--- src/rtl/seg7_time_display.sv ---
// seg7_time_display: 4-digit multiplexed HH:MM display with per-frame snapshot, serial BCD conversion and blinking colon
module seg7_time_display #(
  parameter int REFRESH_DIV = 100000,
  parameter int BLINK_DIV = 50000000
) (
  input  logic       clk,
  input  logic       rst,
  input  logic [5:0] minutes,
  input  logic [4:0] hours,
  input  logic [5:0] alarm_minutes,
  input  logic [4:0] alarm_hours,
  input  logic       show_alarm,
  input  logic       blank,
  output logic [3:0] an,
  output logic [6:0] seg,
  output logic       dp
);
  localparam int RW = $clog2(REFRESH_DIV);
  localparam int BW = $clog2(BLINK_DIV);
  localparam logic [RW-1:0] REF_MAX = RW'(REFRESH_DIV - 1);
  localparam logic [BW-1:0] BLK_MAX = BW'(BLINK_DIV - 1);
  logic [RW-1:0] ref_q, ref_d;
  logic [BW-1:0] blink_q, blink_d;
  logic [1:0] idx_q, idx_d;
  logic phase_q, phase_d, snap_q, snap_d, busy_q, busy_d, sa_q, sa_d;
  logic inv_m_q, inv_m_d, inv_h_q, inv_h_d;
  logic [5:0] rem_m_q, rem_m_d;
  logic [4:0] rem_h_q, rem_h_d;
  logic [3:0] ten_m_q, ten_m_d, ten_h_q, ten_h_d;
  // {inv_h, inv_m, h_tens, h_ones, m_tens, m_ones}; only rewritten as a whole on conversion done
  logic [17:0] disp_q, disp_d;
  logic [3:0] an_q, an_d;
  logic [6:0] seg_q, seg_d, code;
  logic dp_q, dp_d;
  logic tick, wrap, done, off, dash, lz, sub_m, sub_h, bad_m, bad_h;
  logic [5:0] sel_m;
  logic [4:0] sel_h;
  logic [3:0] digit;
  assign tick  = ref_q == REF_MAX;
  assign wrap  = blink_q == BLK_MAX;
  assign sel_m = show_alarm ? alarm_minutes : minutes;
  assign sel_h = show_alarm ? alarm_hours : hours;
  assign bad_m = sel_m > 6'd59;
  assign bad_h = sel_h > 5'd23;
  assign sub_m = busy_q && rem_m_q >= 6'd10;
  assign sub_h = busy_q && rem_h_q >= 5'd10;
  assign done  = busy_q && !sub_m && !sub_h;
  assign off   = blank | tick;
  assign digit = disp_q[{idx_q, 2'b00} +: 4];
  assign dash  = idx_q[1] ? disp_q[17] : disp_q[16];
  assign lz    = idx_q == 2'd3 && disp_q[15:12] == 4'd0;
  always_comb begin
    case (digit)
      4'd0: code = 7'b1000000;
      4'd1: code = 7'b1111001;
      4'd2: code = 7'b0100100;
      4'd3: code = 7'b0110000;
      4'd4: code = 7'b0011001;
      4'd5: code = 7'b0010010;
      4'd6: code = 7'b0000010;
      4'd7: code = 7'b1111000;
      4'd8: code = 7'b0000000;
      4'd9: code = 7'b0010000;
      default: code = 7'b1111111;
    endcase
  end
  always_comb begin
    ref_d   = tick ? '0 : ref_q + RW'(1);
    idx_d   = tick ? idx_q + 2'd1 : idx_q;
    blink_d = wrap ? '0 : blink_q + BW'(1);
    phase_d = phase_q ^ wrap;
    snap_d  = tick && idx_q == 2'd3;
    sa_d    = snap_q ? show_alarm : sa_q;
    inv_m_d = snap_q ? bad_m : inv_m_q;
    inv_h_d = snap_q ? bad_h : inv_h_q;
    busy_d  = snap_q | (busy_q & ~done);
    // an invalid pair converts as 0 so the worst case stays at 59 -> 5 subtractions
    rem_m_d = snap_q ? (bad_m ? 6'd0 : sel_m) : sub_m ? rem_m_q - 6'd10 : rem_m_q;
    rem_h_d = snap_q ? (bad_h ? 5'd0 : sel_h) : sub_h ? rem_h_q - 5'd10 : rem_h_q;
    ten_m_d = snap_q ? 4'd0 : sub_m ? ten_m_q + 4'd1 : ten_m_q;
    ten_h_d = snap_q ? 4'd0 : sub_h ? ten_h_q + 4'd1 : ten_h_q;
    disp_d  = done ? {inv_h_q, inv_m_q, ten_h_q, rem_h_q[3:0], ten_m_q, rem_m_q[3:0]} : disp_q;
    an_d    = off ? 4'hf : ~(4'b0001 << idx_q);
    seg_d   = off ? 7'h7f : dash ? 7'b0111111 : lz ? 7'h7f : code;
    dp_d    = off | idx_q != 2'd2 | ~(sa_q | phase_q);
  end
  always_ff @(posedge clk or posedge rst) begin
    if (rst) begin
      ref_q   <= '0;
      blink_q <= '0;
      idx_q   <= 2'd0;
      phase_q <= 1'b0;
      snap_q  <= 1'b1;
      busy_q  <= 1'b0;
      sa_q    <= 1'b0;
      inv_m_q <= 1'b0;
      inv_h_q <= 1'b0;
      rem_m_q <= 6'd0;
      rem_h_q <= 5'd0;
      ten_m_q <= 4'd0;
      ten_h_q <= 4'd0;
      disp_q  <= 18'd0;
      an_q    <= 4'hf;
      seg_q   <= 7'h7f;
      dp_q    <= 1'b1;
    end else begin
      ref_q   <= ref_d;
      blink_q <= blink_d;
      idx_q   <= idx_d;
      phase_q <= phase_d;
      snap_q  <= snap_d;
      busy_q  <= busy_d;
      sa_q    <= sa_d;
      inv_m_q <= inv_m_d;
      inv_h_q <= inv_h_d;
      rem_m_q <= rem_m_d;
      rem_h_q <= rem_h_d;
      ten_m_q <= ten_m_d;
      ten_h_q <= ten_h_d;
      disp_q  <= disp_d;
      an_q    <= an_d;
      seg_q   <= seg_d;
      dp_q    <= dp_d;
    end
  end
  assign an  = an_q;
  assign seg = seg_q;
  assign dp  = dp_q;
endmodule

--- config.mk ---
export PLATFORM = sky130hd
export DESIGN_NAME = seg7_time_display
export DESIGN_NICKNAME = d
export VERILOG_FILES = /design/src/rtl/seg7_time_display.sv
export SDC_FILE = /design/constraint.sdc
export NUM_CORES = 1
export LEC_CHECK = 0
export CAP_MARGIN = 0
export CORE_MARGIN = 10
export CORE_UTILIZATION = 58
export CTS_CLUSTER_DIAMETER = 120
export DETAILED_ROUTE_END_ITERATION = 12
export PLACE_DENSITY = 0.81
export SLEW_MARGIN = 30
export SYNTH_ARGS = -nofsm -noshare
export SYNTH_HDL_FRONTEND = slang
export SYNTH_SLANG_ARGS = --single-unit
--- constraint.sdc ---
create_clock -name clk -period 3.9 [get_ports clk]
set_clock_uncertainty 0.05 [all_clocks]
set_input_delay 0.39 -clock clk [delete_from_list [all_inputs] [get_ports clk]]
set_output_delay 0.39 -clock clk [all_outputs]
set_load 0.01 [all_outputs]
Word level (Yosys, flattened, before mapping)
Memory sizes are Yosys's and may differ from the RTL's.
Index checks and enable logic that the tools add are counted.

word-level totals
  register bits after elaboration = 100
  ROM bits = 112
  input bits = 26
  output and inout bits = 12
  memories kept = 1

cells by class
  add/subtract/negate cells = 7
  $lt $le $gt $ge = 4
  eq/ne operators = 4
  shifts and indexed selects = 2
  mux-type cells = 19
  bitwise gates (word level) = 10
  reduce and logical (&&, ||, !) cells = 11

memory list
  memory            depth  bits a word  read ports  clocked after memory_dff  wr ports  RTL line  RTL
  (name not given)  16     7            1           0                         0         53        case (digit)

operators with widths
  cell                     number
  $add A26 B1 Y26 const B  1
  $eq A26 B26 Y1 const B   1
  $mux W26                 1
  $mux W6                  4
  $mux W7                  3
  $mux W4                  5
  $mux W5                  4
  $shiftx A18 B5 Y4        1
  $add A17 B1 Y17 const B  1
  $eq A17 B17 Y1 const B   1
  $mux W17                 1
  $add A4 B1 Y4 const B    2
  $ge A6 B4 Y1 const B     1
  $gt A6 B6 Y1 const B     1
  $logic_and A1 B1 Y1      6
  $sub A6 B4 Y6 const B    1
  $ge A5 B4 Y1 const B     1
  $gt A5 B5 Y1 const B     1
  $or A1 B1 Y1             5
  $sub A5 B4 Y5 const B    1
  $logic_not A4 Y1         1
  $not A4 Y4               1
  $reduce_bool A2 Y1       2
  $shl A1 B2 Y4 const A    1
  8 further kinds          10

Logic depth before layout (Yosys ltp)
  word-level depth = 8
  gate-level depth with buffers = 8
  depth with buffers taken out = 7

Worst setup path before layout
Ideal clock, no wire load.

  path kind = flip-flop to flip-flop
  from = reg idx_q[0]
  to = reg seg_q[6] (netlist: seg[6])
  library setup time = 0.087 ns
  arrival = 1.776 ns
  path slack = 1.986 ns
  cell stages (with the launch flop) = 9
  buffers on the path = 1
  clock period less this slack = 1.914 ns
  cell sequence = dfrtp_1 buf_6 mux4_1 ha_1 inv_1 mux2i_1 mux2_4 nor2_2 o21ai_1

between the ends
  cells in the longest elaborated chain, start to end = 5

ends and longest elaborated chain
  what                                                   RTL line  RTL
  start, declared                                        24        logic [1:0] idx_q, idx_d;
  start signal, assigned                                 109       idx_q <= idx_d;
  $shiftx A18 B5 Y4 or $eq A2 B2 Y1 (tied branches)      49, 51
  $mem_v2 Z16 W7 or $logic_and A1 B1 Y1 (tied branches)  --
  $mux W7 (*) (3 in series)                              84        seg_d = off ? 7'h7f : dash ? 7'b0111111 : lz ? 7'h7f : code;
  via seg_d[6]                                           33        logic [6:0] seg_q, seg_d, code;
  end signal, assigned                                   122       seg_q <= seg_d;
  end, declared                                          33

The timed path passes the listed nets; every way through them passes the cells marked *.
A chain may end at the register's enable or synchronous reset.

Final worst setup path
  from = reg ref_q[5]
  to = reg seg_q[5] (netlist: seg[5])

between the ends
  cells in the longest elaborated chain, start to end = 3

ends and longest elaborated chain
  what                    RTL line  RTL
  start, declared         22        logic [RW-1:0] ref_q, ref_d;
  start signal, assigned  107       ref_q <= ref_d;
  $eq A17 B17 Y1          39        assign tick = ref_q == REF_MAX;
  $or A1 B1 Y1            48        assign off = blank | tick;
  $mux W7                 84
  via seg_d[5]            33

The timed path passes the listed nets, and every way through them passes these cells.

==> flow_summary.toml <==
[clock_tree]
cts-root-buf = "clkbuf_8"
cts_tree = "yes"
clk_path_buf_depth = 2
post_cts_resized = 0
clock_latency_ns = 0.36
cts_made_buffers = 9
clkTransAtPathRegs_ns = 0.09
post-cts-setup-buffers = 0
clock-sinks = 100
hold_buffers = 0
htreeDepth = 3

[routing]
num_vias = 3401
ant_nets = 0
viasPerCell = 5.77
dr.pass1.iters = 4
routedWlPerCell_um = 15.8
drt_iter0_markers = 196
finalWirelength_um = 9310
drc = 0

[timing]
slew_headroom_pct = 43.9
fin_crit_sh_pct = 56.3
max_clock_freq_mhz = 455
period_minus_slack_ns = 2.20
hold_viol = 0
hold_ws_ns = 0.390
grt_setup_unrepaired = "no"
drv_slew = 0
setup_viol = 0
worst_pin_slew_ns = 0.842
setup_ws_ns = 1.70
final.setup.tns_ns = 0

[yosys]
syn_area_um2 = 4900
synth_seq_cells = 100
netlist_instances = 440
synthesis.nets = 481
ys_async_sr_fraction_pct = 100
seq_area_frac_synth_pct = 51.4
yosys_warnings = 0
synth_edf_count = 0
synth_ff_type = "dfrtp_1"
syn_area_per_cell_um2 = 11.1
synth_cell_types = 62

[placement]
gp_congestion = 0.833
postPlaceCellArea_um2 = 5350
post-place-cells = 573
place_ws_ns = 1.59
hpwl_um = 6640
io_buffers = 37

[die]
dieArea_um2 = 12500
fp.dieW_um = 112
die_y_um = 112
boundaryPins = 38
start_util_pct = 59.6
core_area_um2 = 8220
row_count = 33

[global_route]
grt_pass1_vias = 3459
track_usage_pct = 15.2
met3_usage_pct = 3.76
grt_pass1_wl_um = 16100
grt_max_degree = 73
antenna_found_initial = 0
grt_most_used_layer = "met2"
overflow = 0
grt_use_met1_pct = 18.8
gr-usage-met2_pct = 24.4

[cells_and_area]
final_core_util_pct = 68.4
syn_to_final_growth_pct = 14.7
area.sequential_um2 = 2520
multiInputGateArea_um2 = 2260
layout_common_cells = "87 x dfrtp_1, 52 x nor2_1, 37 x clkdlybuf4s50_1"
nFillCells = 593
final_common_cell = "dfrtp_1"
final_cells = 589
layout-drive-gt1-share_pct = 11.8
nets = 520
final_design_area_no_fill_um2 = 5620
diodes = 0

[setup_path]
required_ns = 4.15
path_class = "reg2reg"
critPathMaxFanout = 14
start_kind = "flop"
worstPathArrival_ns = 2.44
cp-end-kind = "flop"

[min_path]
hp-class = "reg2reg"

[run]
drv_cap = 0

[power]
totalPowerFinal_mw = 1.93
cellLeakagePower_nw = 2.57
p_per_area_nw_per_um2 = 344
ir_worst_vdd_mv = 0.235

[status]
outcome = "finished clean"
==> path summary, 6_finish.rpt <==
path / from / endpoint / slack (ns) / cells after the start
worst max-delay path: ref_q[5]$_DFF_PP0_ / seg[5]$_DFF_PP1_ / 1.70 / 5
worst min-delay path: sa_q$_DFFE_PP0P_ / dp$_DFF_PP1_ / 0.39 / 1
worst max register to register: ref_q[5]$_DFF_PP0_ / seg[5]$_DFF_PP1_ / 1.70 / 5
worst min register to register: sa_q$_DFFE_PP0P_ / dp$_DFF_PP1_ / 0.39 / 1
max in group asynchronous: rst / rem_h_q[1]$_DFFE_PP0P_ / 2.57 / 3
min in group asynchronous: rst / disp_q[7]$_DFFE_PP0P_ / 0.50 / 2
==> layout make-up <==
| cell class | instances | share of cell area [%] |
|---|---|---|
| Sequential cell | 100 | 44.8 |
| Multi-Input combinational cell | 312 | 40.2 |
| Timing Repair Buffer | 39 | 6.86 |
| Clock buffer | 11 | 2.69 |
| Tap cell | 105 | 2.34 |
| Clock inverter | 5 | 1.92 |
| Inverter | 17 | 1.18 |
==> cell usage after synthesis, drive strengths merged (13+ instances only) <==
cell type | count | area share (%)
dfrtp | 87 | 44
nand3 | 24 | 2.6
inv | 17 | 1.3
ha | 15 | 3.8
mux2 | 22 | 5.1
nand4 | 15 | 1.9
xnor2 | 18 | 3.2
nand2 | 29 | 2.2
xor2 | 30 | 5.4
dfstp | 13 | 7.0
nor2 | 53 | 4.1
==> registers in the layout (all words and copies together) (netlist names) <==
register / cells
phase_q: 1
snap_q: 1
ten_h_q: 4
disp_q: 18
busy_q: 1
sa_q: 1
rem_m_q: 6
an: 4
blink_q: 26
inv_m_q: 1
seg: 7
ref_q: 17
inv_h_q: 1
idx_q: 2
dp: 1
ten_m_q: 4
rem_h_q: 5
==> cells by family after synthesis <==
group | share of synthesized area, %
DFF | 51.4
xor gates and xnor gates | 8.59
adders and majority gates | 3.83
buffers and inverters | 2.58
AOI/OAI and AO/OA | 6.13
and+or+nand+nor | 17.9
muxes | 9.51
==> worst max-delay path, cell delays in order (launching register included) <==
cell and delay [ns]:
dfrtp_1 0.43, or4_4 0.57, nor4_4 0.64, or4_1 0.27, a21oi_2 0.07, o21ai_1 0.09
==> power by group <==
part	internal (mW)	total, mW	switching, mW
sequential	1.04	1.04	0.00102
combinational	0.0380	0.0773	0.0393
clock	0.463	0.814	0.350
total	1.54	1.93	0.391
==> layer usage <==
metal  part of all wire [%]  vias to the layer above
li1                       -                     1618
met1                     46                     1680
met2                     46                       82
met3                    5.0                       21
met4                    2.6                        0
met5                      0                        -
No activity file was read; power rests on OpenSTA's default activity.
